==> config.mk <==
export PLATFORM = sky130hd
export DESIGN_NAME = pipeline_ctrl
export DESIGN_NICKNAME = d
export VERILOG_FILES = /design/src/rtl/pipeline_ctrl.sv
export SDC_FILE = /design/constraint.sdc
export NUM_CORES = 1
export LEC_CHECK = 0
export BUFFER_PORTS_ARGS = -buffer_cell sky130_fd_sc_hd__buf_2
export CAP_MARGIN = 20
export CORE_AREA = 2 2 40 42
export DETAILED_ROUTE_END_ITERATION = 6
export DIE_AREA = 0 0 42 44
export GPL_TIMING_DRIVEN = 0
export PLACE_DENSITY = 0.79
export SLEW_MARGIN = 20
export SYNTH_ARGS = -nofsm -noshare
export SYNTH_HDL_FRONTEND = slang
export SYNTH_SLANG_ARGS = --single-unit
==> constraint.sdc <==
create_clock -name clk -period 1.8 [get_ports clk]
set_input_delay 0.36 -clock clk [delete_from_list [all_inputs] [get_ports clk]]
set_output_delay 0.36 -clock clk [all_outputs]
set_load 0.005 [all_outputs]
==> src/rtl/pipeline_ctrl.sv <==
// Pipeline hazard controller: load-use stalls, icache miss waits and branch flushes.
// Optional stall-cycle counter output enabled by defining PIPELINE_CTRL_STALL_CNT_EN.
module pipeline_ctrl #(
  parameter int REG_W    = 3,
  parameter int MISS_MAX = 8
) (
  input  logic             clk,
  input  logic             rst_n,
  input  logic             hit_fetch,
  input  logic             miss_done,
  input  logic [REG_W-1:0] id_rs1,
  input  logic [REG_W-1:0] id_rs2,
  input  logic [REG_W-1:0] ex_rd,
  input  logic             ex_mem_read,
  input  logic             branch_taken,
  output logic             pc_write,
  output logic             ifid_write,
  output logic             ifid_flush,
  output logic             idex_bubble,
  output logic             miss_err
`ifdef PIPELINE_CTRL_STALL_CNT_EN
  ,
  output logic [15:0]      stall_cycles
`endif
);

  localparam int CNT_W = $clog2(MISS_MAX + 1);

  typedef enum logic [1:0] {RUN, MISS_WAIT, FLUSH} state_t;

  state_t           state;
  logic             flush_pend;
  logic [CNT_W-1:0] miss_cnt;
  logic             load_use;

  assign load_use = ex_mem_read & (ex_rd != '0) &
                    ((ex_rd == id_rs1) | (ex_rd == id_rs2));

  always_comb begin
    pc_write    = 1'b1;
    ifid_write  = 1'b1;
    ifid_flush  = 1'b0;
    idex_bubble = 1'b0;
    case (state)
      RUN: begin
        if (branch_taken) begin
          ifid_flush  = 1'b1;
          idex_bubble = 1'b1;
        end else if (!hit_fetch || load_use) begin
          pc_write    = 1'b0;
          ifid_write  = 1'b0;
          idex_bubble = 1'b1;
        end
      end
      MISS_WAIT: begin
        // The redirect PC is taken now; the stale fetch is flushed after the refill.
        pc_write    = branch_taken;
        ifid_write  = 1'b0;
        idex_bubble = 1'b1;
      end
      FLUSH: begin
        ifid_flush  = 1'b1;
        idex_bubble = 1'b1;
      end
      default: begin
        pc_write    = 1'b1;
        ifid_write  = 1'b1;
      end
    endcase
  end

  always_ff @(posedge clk or negedge rst_n) begin
    if (!rst_n) begin
      state      <= RUN;
      flush_pend <= 1'b0;
      miss_cnt   <= '0;
      miss_err   <= 1'b0;
    end else begin
      case (state)
        RUN: begin
          if (!branch_taken && !hit_fetch) begin
            state    <= MISS_WAIT;
            miss_cnt <= '0;
          end
        end
        MISS_WAIT: begin
          if (miss_cnt != CNT_W'(MISS_MAX))
            miss_cnt <= miss_cnt + CNT_W'(1);
          // miss_err is purely diagnostic and never steers the FSM.
          if (miss_cnt >= CNT_W'(MISS_MAX - 1))
            miss_err <= 1'b1;
          if (miss_done) begin
            state      <= (flush_pend || branch_taken) ? FLUSH : RUN;
            flush_pend <= 1'b0;
          end else if (branch_taken) begin
            flush_pend <= 1'b1;
          end
        end
        FLUSH: state <= RUN;
        default: state <= RUN;
      endcase
    end
  end

`ifdef PIPELINE_CTRL_STALL_CNT_EN
  always_ff @(posedge clk or negedge rst_n) begin
    if (!rst_n)
      stall_cycles <= '0;
    else if (!pc_write && stall_cycles != 16'hFFFF)
      stall_cycles <= stall_cycles + 16'd1;
  end
`endif

endmodule

Word level (Yosys, flattened, before mapping)
Index checks and enable logic that the tools add are counted.
{"block": "op_classes", "add_sub_neg": 1, "n_mul": 0, "div": 0, "n_lt_le_gt_ge": 1, "n_eq_ne": 8, "n_shift": 0, "n_mux": 18, "bitwise_logic": 3, "n_reduce_logical": 14}
{"op": "$mux 4", "n": 2}
{"op": "$pmux 1 s2", "n": 4}
{"op": "$pmux 4 s2", "n": 1}
{"op": "$mux 1", "n": 7}
{"op": "$eq 3x3->1", "n": 2}
{"op": "$mux 2", "n": 3}
{"op": "$ne 2x2->1 const B", "n": 3}
{"op": "$reduce_and 2->1", "n": 3}
{"op": "$add 4x1->4 const B", "n": 1}
{"op": "$ge 4x3->1 const B", "n": 1}
{"op": "$ne 4x4->1 const B", "n": 1}
{"op": "$pmux 2 s2", "n": 1}
{"op": "$reduce_bool 2->1", "n": 2}
{"op": "$reduce_and 3->1", "n": 1}
{"op": "$reduce_bool 3->1", "n": 1}
{"op": "$and 1x1->1", "n": 2}
{"op": "$eq 2x1->1 const B", "n": 1}
{"op": "$eq 2x2->1 const B", "n": 1}
{"op": "$logic_not 1->1", "n": 2}
{"op": "$logic_not 2->1", "n": 1}
{"op": "$logic_or 1x1->1", "n": 2}
{"op": "$reduce_or 2->1", "n": 1}
{"op": "$logic_and 1x1->1", "n": 1}
{"op": "$or 1x1->1", "n": 1}
{"block": "totals", "register_bits": 8, "latch_bits": 0, "ramBits": 0, "romBits": 0, "inputBits": 15, "word_cells": 49, "memories": 0}

Logic depth before layout (Yosys ltp)
{"block": "depth", "depth_word": 7, "mapped_depth": 6, "ltp_nobuf": 6}

Worst setup path after synthesis
No wires, ideal clock.
{"block": "synth_path", "path_type": "register to output", "startpoint": "register state[1]", "endpoint": "output ifid_write", "t_arrival_ns": 1.252, "required_ns": 1.440, "slack_ns": 0.188, "stages_incl_launch_ff": 6, "path_cell_list": "dfrtp_1 inv_1 ha_1 buf_6 mux2i_4 a21boi_0"}
{"block": "synth_via", "elab_chain_len": 2, "elab_cells_between_ends": 3}
{"element": "start: declaration", "line": "31", "text": "state_t state;"}
{"element": "start signal: assignment", "line": "93", "text": "state <= (flush_pend || branch_taken) ? FLUSH : RUN;"}
{"element": "$eq 2x1->1 / $logic_not 2->1 (equally long branches)", "line": "44", "text": "case (state)"}
{"element": "$pmux 1 s2 (*)", "line": "44"}
{"element": "end: declaration", "line": "17", "text": "output logic ifid_write,"}
Mark *: on every way between the ends. The rest lies on a longest branch, timed or not.

Final worst setup path
{"block": "layout_path", "startpoint": "register state[0]", "endpoint": "output idex_bubble"}
{"block": "layout_via", "elab_chain_len": 3, "elab_cells_between_ends": 5}
{"element": "$eq 2x1->1 / $eq 2x2->1 (equally long branches)", "line": "44"}
{"element": "$reduce_or 2->1 (no line)"}
{"element": "$pmux 1 s2 (*)", "line": "44"}
{"element": "end: declaration", "line": "19", "text": "output logic idex_bubble,"}
Marks and branches as above.

==> results.md <==
* Commonest cells in the netlist: 8 x dfrtp_1, 7 x inv_1, 6 x ha_1, 6 x xnor2_1, 5 x nor2_1
* Post-DP HPWL at 956 um
* CP startpoint kind: flop
* Worst Path Arrival at 1.47 ns
* Max Freq at 547 MHz
* Cells after Synth at 70
* Inserted Clock Buffers at 3
* CTS H-tree lvls at 1
* Slew margin rel. at 0.785
* Fin. Hold Viols at 0
* IO buf count at 19
* Top cell type's share of synthesized area at 0.314
* Die height at 44 um
* DR pass1 iterations at 4
* CTS tree: yes
* Crit. End Element: output pin
* Buffer levels on the longest clock path at 2
* CTS clk-pin slew, worst paths at 0.06 ns
* Peak VDD IR at 1010 uV
* Max Slew Vio Count at 0
* Largest net degree at the start of global routing at 11
* Die area at 0.00185 mm2
* Max_cap viols at 0
* Number of synthesized flops with an enable pin at 0
* Clock sink count at 8
* Top cells by area, synth: dfrtp_1 31%, ha_1 12%, xnor2_1 8.2%, inv_1 4.1%, a22o_1 4.1%
* First-pass GRT wire length at 2330 um
* Worst-skew pair later-pin latency at 0.26 ns
* Worst slew pin tran at 0.322 ns
* Register area at 201 um2
* Number of fill cells at 117
* Drt wl/cell at 11.9 um
* Synth area leader: dfrtp_1
* Final setup fails at 2
* Netlist cell types at 25
* Leak at 0.410 nW
* Failing checks: negative setup slack
* Min-delay worst type: in -> reg
* Main flop type after synthesis: dfrtp_1
* Global placement routability congestion at 0.764
* Cells on worst reg2reg path at 6
* GR Util All Layers at 0.170
* Vias at 599
* Synth-to-Final Area Change at 35.9%
* Hold depth at 2
* DR iter-0 viols at 1
* CP required at 1.44 ns
* Crit Path Max Fanout at 3
* Yosys reg bits at 8
* Via/cell ratio at 5.30
* Core area at 0.00142 mm2
* Placed Cells at 105
* Ratio of cells with drive above 1 in the final layout at 0.392
* Post-detailed-routing wire length at 1340 um
* Post-DRT Antenna Nets at 0
* Initial antenna violation count at 0
* Layout Cells excl Fill at 113
* Diode count at 0
* Most frequent cell after synthesis: dfrtp_1
* Fin nets at 120
* Final setup margin at -0.0292 ns
* Pwr Density at 1530 mW/mm2
* Num rows at 14
* Final instance area at 867 um2
* Critical path type: reg -> out
* Number of global-route vias before repair at 548
* Layout Skew at 0.0115 ns
* Syn Area/Cell at 9.12 um2
* IO Count at 20
* Yosys warning total at 0
* Sequential element share of the synthesized area at 0.314
* Min cycle time layout at 1.83 ns
* Die width at 42 um
* Syn_nets at 91
* Status: complete, but fails checks
* Cell area after synthesis at 638 um2
* Multi-input logic area at 440 um2
* Fin util at 0.611
* Post-synthesis async set-or-reset flop share at 1.00
* GRT overflow at 0
* RSZ-0062 raised after global routing: yes
* # DRC at 0
* Final period utilization at 1.02
* Initial Util at 0.450
* Placed Instance Area at 753 um2
* Root buffer cell: clkbuf_4
## final timing paths
path / endpoint / start / slack, ns
max: idex_bubble / state[0]$_DFFE_PN0P_ / -0.03
min: flush_pend$_DFFE_PN0P_ / miss_done / 0.33
min in group asynchronous: miss_err$_DFFE_PN0P_ / rst_n / 0.47
max reg2reg: miss_cnt[1]$_DFFE_PN0P_ / state[0]$_DFFE_PN0P_ / 0.16
min reg2reg: miss_err$_DFFE_PN0P_ / miss_err$_DFFE_PN0P_ / 0.45
max in group asynchronous: state[0]$_DFFE_PN0P_ / rst_n / 1.16
## report_power, final
part	total, mW	internal, mW	leakage [nW]	switching (mW)
logic	0.865	0.471	0.296	0.394
clock network	0.137	0.0762	0.0138	0.0603
registers	0.325	0.259	0.101	0.0659
## final cells by class
class                   count  area share
multi-input cells          53       0.508
flip-flops and latches      8       0.232
repair buffers             25       0.165
inverters                   7      0.0303
clock buffers               3      0.0260
well taps                  16      0.0231
plain buffers               1      0.0159
## per-layer routing
metal | global-route usage | part of all wire | wire length [um]
met1 | 0.193 | 0.39 | 520
met2 | 0.288 | 0.52 | 697
met3 | 0.0500 | 0.074 | 99
met4 | 0.0968 | 0.019 | 25
met5 | 0 | 0 | 0
## critical path: stages, from the launching register on
cell     delay, ns
dfrtp_2       0.44
inv_2         0.09
ha_4          0.20
o41a_1        0.35
buf_2         0.13
## cell usage in the layout (no fill, tap or decap), types with 4 or more instances in the layout
cell / instances
buf_2: 19
dfrtp_1: 7
xnor2_1: 6
inv_1: 5
buf_4: 5
nand3_1: 4
a21oi_1: 4
nor2_1: 4
## through the flow
stage	TNS, ns	setup WS, ns	hold WS [ns]	total power, mW
finish	-0.0419	-0.0292	0.327	1.33
global route	-0.192	-0.0709	0.331	1.45
CTS	-0.0286	-0.0265	0.323	1.29
detailed placement	-0.00115	-0.00115	0.209	1.00
global placement	0	0.00858	0.210	0.972
floorplan	0	0.188	0.0644	0.820
## flip-flops by register name, summed over array words and instances (netlist names)
| signal | count |
|---|---|
| flush_pend | 1 |
| miss_cnt | 4 |
| miss_err | 1 |
| state | 2 |
## timing repair
action | in CTS | in global routing
gates resized for setup | 8 | 6
hold endpoints to repair | 8 | 0
endpoints found under the setup margin | 3 | 5
buffers inserted | 5 | 1
hold buffers | 1 | 0
## cell families (layout without fill, tap and decap cells)
| kind of cell | count (synthesis) | in the layout | synth area share |
|---|---|---|---|
| XOR/XNOR | 6 | 6 | 0.0824 |
| multiplexers | 2 | 2 | 0.0510 |
| adder cells (fa/ha/maj) | 6 | 6 | 0.118 |
| AND/OR/NAND/NOR | 18 | 18 | 0.149 |
| flip-flops | 8 | 8 | 0.314 |
| buffers and inverters | 9 | 36 | 0.0647 |
| AO/OA/AOI/OAI | 21 | 21 | 0.222 |
Power figures use the tool's default switching activity.
